### src/rtl/mem_stage_if.sv
// Data-memory request/grant/response bus between the memory stage and the data memory.
//   req/we/addr/wdata/be : request driven by the memory stage, held until gnt
//   gnt                  : request accepted this cycle
//   rvalid/rdata         : load data returned by the memory
interface mem_stage_if;
  logic        req;
  logic        we;
  logic [31:0] addr;
  logic [31:0] wdata;
  logic [3:0]  be;
  logic        gnt;
  logic        rvalid;
  logic [31:0] rdata;

  modport master (output req, we, addr, wdata, be, input gnt, rvalid, rdata);
  modport slave  (input req, we, addr, wdata, be, output gnt, rvalid, rdata);
endinterface

### src/rtl/mem_stage.sv
// Memory-access pipeline stage: takes the EX/MEM register, performs loads/stores
// over the dmem bus, and produces the registered MEM/WB register.
//   clk, reset_n            : clock, asynchronous active-low reset
//   execute_enable_out, EX_MEM_* : EX/MEM pipeline register (held while mem_stall)
//   dmem                    : data-memory bus (master side)
//   mem_stall               : combinational stall to earlier stages
//   MEM_WB_*, memory_enable_out : MEM/WB pipeline register
//   mem_misaligned, mem_bus_error : registered one-cycle error pulses
module mem_stage #(
  parameter int unsigned TIMEOUT_CYCLES = 255
) (
  input  logic        clk,
  input  logic        reset_n,
  input  logic        execute_enable_out,
  input  logic [31:0] EX_MEM_ALUResult,
  input  logic [31:0] EX_MEM_WriteData,
  input  logic [4:0]  EX_MEM_Rd,
  input  logic        EX_MEM_RegWrite,
  input  logic        EX_MEM_MemRead,
  input  logic        EX_MEM_MemWrite,
  input  logic [2:0]  EX_MEM_Funct3,
  mem_stage_if.master dmem,
  output logic        mem_stall,
  output logic [31:0] MEM_WB_Result,
  output logic [4:0]  MEM_WB_Rd,
  output logic        MEM_WB_RegWrite,
  output logic        memory_enable_out,
  output logic        mem_misaligned,
  output logic        mem_bus_error
);

  localparam int unsigned CNT_W = 8;
  localparam logic [CNT_W-1:0] CNT_LAST = CNT_W'(TIMEOUT_CYCLES - 1);

  typedef enum logic [1:0] {S_IDLE, S_REQ, S_RESP} state_t;

  state_t            state_q, state_d;
  logic [CNT_W-1:0]  cnt_q, cnt_d;
  logic              req_q, req_d;
  logic              we_q, we_d;
  logic [31:0]       addr_q, addr_d;
  logic [31:0]       wdata_q, wdata_d;
  logic [3:0]        be_q, be_d;
  logic [4:0]        rd_q, rd_d;
  logic              regwrite_q, regwrite_d;
  logic [2:0]        funct3_q, funct3_d;
  logic [1:0]        off_q, off_d;
  logic [31:0]       wb_result_q, wb_result_d;
  logic [4:0]        wb_rd_q, wb_rd_d;
  logic              wb_regwrite_q, wb_regwrite_d;
  logic              wb_valid_q, wb_valid_d;
  logic              misaligned_q, misaligned_d;
  logic              bus_error_q, bus_error_d;

  // Decode of the incoming EX/MEM instruction
  logic        mem_op;
  logic        size_b;
  logic        size_h;
  logic [1:0]  off_in;
  logic        misaligned_in;
  logic [3:0]  be_in;
  logic [31:0] wdata_in;

  assign mem_op = EX_MEM_MemRead | EX_MEM_MemWrite;
  assign off_in = EX_MEM_ALUResult[1:0];
  assign size_b = (EX_MEM_Funct3 == 3'b000) || (EX_MEM_Funct3 == 3'b100);
  assign size_h = (EX_MEM_Funct3 == 3'b001) || (EX_MEM_Funct3 == 3'b101);
  assign misaligned_in = ((EX_MEM_Funct3[1:0] == 2'b01) && off_in[0]) ||
                         ((EX_MEM_Funct3[1:0] == 2'b10) && (off_in != 2'b00));

  // Byte enables and lane-replicated store data; every other funct3 is a word
  always_comb begin
    be_in    = 4'b1111;
    wdata_in = EX_MEM_WriteData;
    if (size_b) begin
      be_in    = 4'b0001 << off_in;
      wdata_in = {4{EX_MEM_WriteData[7:0]}};
    end else if (size_h) begin
      be_in    = 4'b0011 << off_in;
      wdata_in = {2{EX_MEM_WriteData[15:0]}};
    end
  end

  // Load data: shift the addressed byte/half down, then extend per funct3
  logic [31:0] rdata_sh;
  logic [31:0] load_data;

  assign rdata_sh = dmem.rdata >> {off_q, 3'b000};

  always_comb begin
    unique case (funct3_q)
      3'b000:  load_data = {{24{rdata_sh[7]}}, rdata_sh[7:0]};
      3'b100:  load_data = {24'd0, rdata_sh[7:0]};
      3'b001:  load_data = {{16{rdata_sh[15]}}, rdata_sh[15:0]};
      3'b101:  load_data = {16'd0, rdata_sh[15:0]};
      default: load_data = dmem.rdata;
    endcase
  end

  // Completion beats the timeout when both land on the last allowed cycle;
  // a load grant is not a completion, it only moves on to RESP.
  logic complete;
  logic timeout;
  logic accept_mem;

  assign complete   = ((state_q == S_REQ) && dmem.gnt && we_q) ||
                      ((state_q == S_RESP) && dmem.rvalid);
  assign timeout    = (state_q != S_IDLE) && (cnt_q == CNT_LAST) && !complete;
  assign accept_mem = (state_q == S_IDLE) && execute_enable_out && mem_op && !misaligned_in;
  assign mem_stall  = accept_mem || ((state_q != S_IDLE) && !complete && !timeout);

  // Next-state and next-register logic
  always_comb begin
    state_d       = state_q;
    cnt_d         = cnt_q;
    req_d         = req_q;
    we_d          = we_q;
    addr_d        = addr_q;
    wdata_d       = wdata_q;
    be_d          = be_q;
    rd_d          = rd_q;
    regwrite_d    = regwrite_q;
    funct3_d      = funct3_q;
    off_d         = off_q;
    wb_result_d   = wb_result_q;
    wb_rd_d       = wb_rd_q;
    wb_regwrite_d = 1'b0;
    wb_valid_d    = 1'b0;
    misaligned_d  = 1'b0;
    bus_error_d   = 1'b0;

    unique case (state_q)
      S_IDLE: begin
        if (execute_enable_out) begin
          if (!mem_op) begin
            wb_valid_d    = 1'b1;
            wb_result_d   = EX_MEM_ALUResult;
            wb_rd_d       = EX_MEM_Rd;
            wb_regwrite_d = EX_MEM_RegWrite;
          end else if (misaligned_in) begin
            misaligned_d = 1'b1;
          end else begin
            // A set MemRead wins when both MemRead and MemWrite are set
            req_d      = 1'b1;
            we_d       = !EX_MEM_MemRead;
            addr_d     = {EX_MEM_ALUResult[31:2], 2'b00};
            wdata_d    = wdata_in;
            be_d       = be_in;
            rd_d       = EX_MEM_Rd;
            regwrite_d = EX_MEM_RegWrite;
            funct3_d   = EX_MEM_Funct3;
            off_d      = off_in;
            cnt_d      = '0;
            state_d    = S_REQ;
          end
        end
      end
      S_REQ: begin
        cnt_d = cnt_q + CNT_W'(1);
        if (timeout) begin
          req_d       = 1'b0;
          bus_error_d = 1'b1;
          state_d     = S_IDLE;
        end else if (dmem.gnt) begin
          req_d = 1'b0;
          if (we_q) begin
            wb_valid_d  = 1'b1;
            wb_result_d = {addr_q[31:2], off_q};
            wb_rd_d     = rd_q;
            state_d     = S_IDLE;
          end else begin
            state_d = S_RESP;
          end
        end
      end
      S_RESP: begin
        cnt_d = cnt_q + CNT_W'(1);
        if (dmem.rvalid) begin
          wb_valid_d    = 1'b1;
          wb_result_d   = load_data;
          wb_rd_d       = rd_q;
          wb_regwrite_d = regwrite_q;
          state_d       = S_IDLE;
        end else if (timeout) begin
          bus_error_d = 1'b1;
          state_d     = S_IDLE;
        end
      end
      default: begin
        req_d   = 1'b0;
        state_d = S_IDLE;
      end
    endcase
  end

  // State and output registers
  always_ff @(posedge clk or negedge reset_n) begin
    if (!reset_n) begin
      state_q       <= S_IDLE;
      cnt_q         <= '0;
      req_q         <= 1'b0;
      we_q          <= 1'b0;
      addr_q        <= '0;
      wdata_q       <= '0;
      be_q          <= '0;
      rd_q          <= '0;
      regwrite_q    <= 1'b0;
      funct3_q      <= '0;
      off_q         <= '0;
      wb_result_q   <= '0;
      wb_rd_q       <= '0;
      wb_regwrite_q <= 1'b0;
      wb_valid_q    <= 1'b0;
      misaligned_q  <= 1'b0;
      bus_error_q   <= 1'b0;
    end else begin
      state_q       <= state_d;
      cnt_q         <= cnt_d;
      req_q         <= req_d;
      we_q          <= we_d;
      addr_q        <= addr_d;
      wdata_q       <= wdata_d;
      be_q          <= be_d;
      rd_q          <= rd_d;
      regwrite_q    <= regwrite_d;
      funct3_q      <= funct3_d;
      off_q         <= off_d;
      wb_result_q   <= wb_result_d;
      wb_rd_q       <= wb_rd_d;
      wb_regwrite_q <= wb_regwrite_d;
      wb_valid_q    <= wb_valid_d;
      misaligned_q  <= misaligned_d;
      bus_error_q   <= bus_error_d;
    end
  end

  assign dmem.req          = req_q;
  assign dmem.we           = we_q;
  assign dmem.addr         = addr_q;
  assign dmem.wdata        = wdata_q;
  assign dmem.be           = be_q;
  assign MEM_WB_Result     = wb_result_q;
  assign MEM_WB_Rd         = wb_rd_q;
  assign MEM_WB_RegWrite   = wb_regwrite_q;
  assign memory_enable_out = wb_valid_q;
  assign mem_misaligned    = misaligned_q;
  assign mem_bus_error     = bus_error_q;

endmodule

### src/flat_wrapper.sv
// flat-port wrapper written by rule: the top's interface ports become plain ports
module mem_stage_flat 
#(
  parameter int unsigned TIMEOUT_CYCLES = 255
)
  (clk, reset_n, execute_enable_out, EX_MEM_ALUResult, EX_MEM_WriteData, EX_MEM_Rd, EX_MEM_RegWrite, EX_MEM_MemRead, EX_MEM_MemWrite, EX_MEM_Funct3, mem_stall, MEM_WB_Result, MEM_WB_Rd, MEM_WB_RegWrite, memory_enable_out, mem_misaligned, mem_bus_error, dmem_req, dmem_we, dmem_addr, dmem_wdata, dmem_be, dmem_gnt, dmem_rvalid, dmem_rdata);
  mem_stage_if dmem_i ();
  input  logic clk;
  input  logic reset_n;
  input  logic execute_enable_out;
  input  logic [31:0] EX_MEM_ALUResult;
  input  logic [31:0] EX_MEM_WriteData;
  input  logic [4:0] EX_MEM_Rd;
  input  logic EX_MEM_RegWrite;
  input  logic EX_MEM_MemRead;
  input  logic EX_MEM_MemWrite;
  input  logic [2:0] EX_MEM_Funct3;
  output logic mem_stall;
  output logic [31:0] MEM_WB_Result;
  output logic [4:0] MEM_WB_Rd;
  output logic MEM_WB_RegWrite;
  output logic memory_enable_out;
  output logic mem_misaligned;
  output logic mem_bus_error;
  output wire logic [$bits(dmem_i.req)-1:0] dmem_req;
  output wire logic [$bits(dmem_i.we)-1:0] dmem_we;
  output wire logic [$bits(dmem_i.addr)-1:0] dmem_addr;
  output wire logic [$bits(dmem_i.wdata)-1:0] dmem_wdata;
  output wire logic [$bits(dmem_i.be)-1:0] dmem_be;
  input wire logic [$bits(dmem_i.gnt)-1:0] dmem_gnt;
  input wire logic [$bits(dmem_i.rvalid)-1:0] dmem_rvalid;
  input wire logic [$bits(dmem_i.rdata)-1:0] dmem_rdata;
  assign dmem_req = dmem_i.req;
  assign dmem_we = dmem_i.we;
  assign dmem_addr = dmem_i.addr;
  assign dmem_wdata = dmem_i.wdata;
  assign dmem_be = dmem_i.be;
  assign dmem_i.gnt = dmem_gnt;
  assign dmem_i.rvalid = dmem_rvalid;
  assign dmem_i.rdata = dmem_rdata;
  mem_stage #(.TIMEOUT_CYCLES(TIMEOUT_CYCLES)) u_core (.clk(clk), .reset_n(reset_n), .execute_enable_out(execute_enable_out), .EX_MEM_ALUResult(EX_MEM_ALUResult), .EX_MEM_WriteData(EX_MEM_WriteData), .EX_MEM_Rd(EX_MEM_Rd), .EX_MEM_RegWrite(EX_MEM_RegWrite), .EX_MEM_MemRead(EX_MEM_MemRead), .EX_MEM_MemWrite(EX_MEM_MemWrite), .EX_MEM_Funct3(EX_MEM_Funct3), .dmem(dmem_i), .mem_stall(mem_stall), .MEM_WB_Result(MEM_WB_Result), .MEM_WB_Rd(MEM_WB_Rd), .MEM_WB_RegWrite(MEM_WB_RegWrite), .memory_enable_out(memory_enable_out), .mem_misaligned(mem_misaligned), .mem_bus_error(mem_bus_error));
endmodule
### config.mk
export PLATFORM = sky130hd
export DESIGN_NAME = mem_stage_flat
export DESIGN_NICKNAME = d
export VERILOG_FILES = /design/src/rtl/mem_stage_if.sv /design/src/rtl/mem_stage.sv /design/src/flat_wrapper.sv
export SDC_FILE = /design/constraint.sdc
export NUM_CORES = 1
export LEC_CHECK = 0
export CORE_MARGIN = 3
export CORE_UTILIZATION = 51
export DETAILED_ROUTE_END_ITERATION = 8
export MAX_ROUTING_LAYER = met4
export PLACE_DENSITY = 0.93
export SYNTH_ARGS = -nofsm -noshare
export SYNTH_HDL_FRONTEND = slang
export SYNTH_SLANG_ARGS = --single-unit
### constraint.sdc
create_clock -name clk -period 5.99 [get_ports clk]
set_clock_uncertainty 0.2 [all_clocks]
set_input_delay 0.599 -clock clk [delete_from_list [all_inputs] [get_ports clk]]
set_output_delay 0.599 -clock clk [all_outputs]
set_load 0.005 [all_outputs]
==> reports/results.ini <==
[outcome]
outcome = complete, no violations

[layout]
design.final.nets = 994
layout-area-overhead-vs-synth_pct = 40.8
nFillCells = 897
drive_above_1_share_pct = 13.2

[critical_path]
critPathArrivalTime_ps = 2870
worstPathRequired_ps = 5190
worst_path_slowest_cell = sky130_fd_sc_hd__clkdlybuf4s50_1
setup.worst_path.end_class = primary output
critical_path_cell_count = 7
crit_type = primary input to primary output
cp_max_fo = 7
cp-start-kind = primary input
rr_worst_depth = 7
crit_path_max_incr_delay_ps = 610
setup.reg_to_reg.worst_slack_ps = 2750
critical_path.cell_chain = clkdlybuf4s50_1 -> inv_1 -> ha_1 -> nor3b_1 -> nor3_2 -> a31o_2 -> clkdlybuf4s50_1
cp_top_family = buffers and inverters
worst-path-buf-inv = 3
critical_path.most_common_cell = sky130_fd_sc_hd__clkdlybuf4s50_1

[logic_synthesis]
yosys.cell_types.count = 55
yosys_most_used_dff = sky130_fd_sc_hd__dfrtp_1
synth_commonest_cells = sky130_fd_sc_hd__dfrtp_1, sky130_fd_sc_hd__mux2_2, sky130_fd_sc_hd__nor2_1
sequential_to_total_area_share_from_yosys_stat_pct = 46.8
number_of_flops_mapped_to_enable_cells_by_yosys = 0
synth_area_per_cell_um2 = 10.2
synth.most_common_cell = sky130_fd_sc_hd__dfrtp_1
yosysTopAreaCell = sky130_fd_sc_hd__dfrtp_1
synth_cells = 680
yosys_warnings = 0
synth-seq-cells = 130
synthDominantCellAreaShare_pct = 46.8
synthTopCellsByArea = sky130_fd_sc_hd__dfrtp_1, sky130_fd_sc_hd__mux2_2, sky130_fd_sc_hd__mux2i_1
syn-cell-area_mm2 = 0.00695
synth-async-reset-ratio_pct = 100

[drt]
number_of_vias_in_the_routed_layout = 6407
detail-route-antenna-nets = 0
remaining_drc_errors = 0
initialDrtViolationCount = 640
routed_wl_um = 22200
vias_per_cell = 6.03
post_drt_wl_per_cell_um = 20.9
drt_pass1_iterations = 6

[timing]
timing_hold_violations_final = 0
setup_tns_ps = 0
finalWorstPathRequiredPeriod_ps = 3670
timing.final.setup_violations = 0
max_freq_ghz = 0.273
hold_slack_ps = 299
grt_setup_unrepaired = no
worst_slew_margin_rel_pct = 31.9
timing_max_transition_violations_final = 0
worst_slew_pin_slew_ps = 1020
layout_worst_path_cycle_share_pct = 61.2

[floorplanning]
fp.coreArea_mm2 = 0.0133
die_y_um = 123
dieArea_mm2 = 0.0151
initial_core_util_pct = 52.3
rows = 42
design.portCount = 224
fp.dieW_um = 123

[global_routing]
globalRouteTotalUtil_pct = 30.5
grt_pass1_vias = 6554
grt_start_max_net_pins = 94
grt_pass1_wl_um = 34600
grt.overflow.total = 0
antenna_found_initial = 1

[hold_path]
worstHoldPathCells = 2
hold_path_class = flop to flop

[power_and_ir_drop]
power.density_cell_area_mw_per_mm2 = 508
irDropWorstVdd_uv = 314
total_power_w = 0.00497
leakagePower_nw = 3.90

[clock_tree]
cts.repair.resized = 0
clk-insertion-delay-late_ps = 420
cts.path.max_buffers = 2
clkTransAtPathRegs_ps = 60
tritoncts_clock_tree = done
clock-sinks = 130
clk_root_buffer_cell = sky130_fd_sc_hd__clkbuf_16
number_of_buffers_inserted_during_clock_tree_synthesis = 17
htree_num_levels = 4

[place]
port-buffer-count = 221
place_hpwl_um = 14900
gpl_wtd_cong = 0.896

[flow_run]
max_cap_violations = 0

cell usage in the layout, fill, tap and decap left out, types with 7 or more instances in the layout:
cell type | Yosys | final
sky130_fd_sc_hd__mux2_2 | 63 | 63
sky130_fd_sc_hd__nand3b_1 | 8 | 8
sky130_fd_sc_hd__a21oi_1 | 32 | 32
sky130_fd_sc_hd__a41oi_1 | 7 | 7
sky130_fd_sc_hd__nand2b_1 | 19 | 19
sky130_fd_sc_hd__inv_1 | 10 | 10
sky130_fd_sc_hd__a311oi_1 | 15 | 15
sky130_fd_sc_hd__clkdlybuf4s50_1 | 0 | 220
sky130_fd_sc_hd__a22o_1 | 8 | 8
sky130_fd_sc_hd__ha_1 | 10 | 9
sky130_fd_sc_hd__a222oi_1 | 8 | 8
sky130_fd_sc_hd__o21ai_0 | 44 | 44
sky130_fd_sc_hd__a211oi_1 | 10 | 10
sky130_fd_sc_hd__o22ai_1 | 32 | 32
sky130_fd_sc_hd__buf_4 | 2 | 8
sky130_fd_sc_hd__mux2i_1 | 38 | 38
sky130_fd_sc_hd__or2_2 | 9 | 9
sky130_fd_sc_hd__dfrtp_1 | 130 | 130
sky130_fd_sc_hd__nor2_1 | 56 | 56
sky130_fd_sc_hd__nand2_1 | 41 | 41
sky130_fd_sc_hd__clkbuf_16 | 0 | 17
sky130_fd_sc_hd__nor2b_1 | 21 | 21
sky130_fd_sc_hd__nand3_1 | 10 | 10
sky130_fd_sc_hd__nor3_1 | 10 | 9
what timing repair did:
action,4_1_cts,5_1_grt
setup buffers,0,0
endpoints found under the hold margin,60,0
hold buffers,1,0
worst paths after layout:
check,start,end
max,EX_MEM_ALUResult[1],mem_stall
min reg2reg,u_core.MEM_WB_Rd[3],u_core.MEM_WB_Rd[3]
min in group asynchronous,reset_n,u_core.rd_q[2]
max in group asynchronous,reset_n,u_core.cnt_q[7]
min,u_core.MEM_WB_Rd[3],u_core.MEM_WB_Rd[3]
max reg2reg,u_core.state_q[0],u_core.MEM_WB_Result[29]
final cells by class:
cell class | instances | area (µm²) | share of cell area (%)
Sequential cell | 130 | 3250 | 33.2
Multi-Input combinational cell | 483 | 3440 | 35.1
Clock inverter | 8 | 80.1 | 0.818
Antenna cell | 1 | 2.50 | 0.0256
Timing Repair Buffer | 230 | 2280 | 23.3
Clock buffer | 24 | 472 | 4.82
Tap cell | 176 | 220 | 2.25
Inverter | 10 | 37.5 | 0.384
flip-flops by register name (all words and copies together) (netlist names), 3 cells and up:
register              count
u_core.MEM_WB_Result     32
u_core.MEM_WB_Rd          5
u_core.cnt_q              8
u_core.dmem.addr         30
u_core.dmem.wdata        32
u_core.dmem.be            4
u_core.funct3_q           3
u_core.rd_q               5
power by group:
group | leakage, nW | switching, W | internal [W]
clock | 0.260 | 0.000383 | 0.000592
combinational | 2.11 | 0.00105 | 0.00130
sequential | 1.53 | 0.000352 | 0.00130
worst register-to-register path: stages, from the launching register on:
cell                       delay (ps)
sky130_fd_sc_hd__dfrtp_1          430
sky130_fd_sc_hd__inv_1            170
sky130_fd_sc_hd__ha_1             770
sky130_fd_sc_hd__nor2b_1          470
sky130_fd_sc_hd__a2111o_1         170
sky130_fd_sc_hd__buf_4            380
sky130_fd_sc_hd__a311o_4          350
sky130_fd_sc_hd__o22ai_1          170
routing by layer:
layer	part of all wire [%]	track usage, %	up-vias	routed length (µm)
met4	2.5	10.4	0	548
met2	48	47.8	345	10700
met5	0	-	-	0
met1	40	37.8	3132	8800
li1	-	-	2877	-
met3	9.4	9.22	53	2080
through the flow:
step,utilization [%],std cells,cell area [µm²],worst slack [ps]
global route,73.6,1062,9780,2220
detailed placement,69.3,1028,9220,2140
CTS,73.6,1061,9780,2380
global placement,69.3,1028,9220,2240
floorplan,-,681,6950,3240
finish,73.6,1062,9780,2320
cells by family after synthesis:
logic type	count (synthesis)	synth area share, %
AO/OA/AOI/OAI	177	17.4
other	1	0.0540
multiplexers	102	16.0
flip-flops	130	46.8
AND/OR/NAND/NOR	192	13.9
adder cells (fa/ha/maj)	10	1.80
buffers and inverters	68	4.07
No activity file was read; power rests on OpenSTA's default activity.
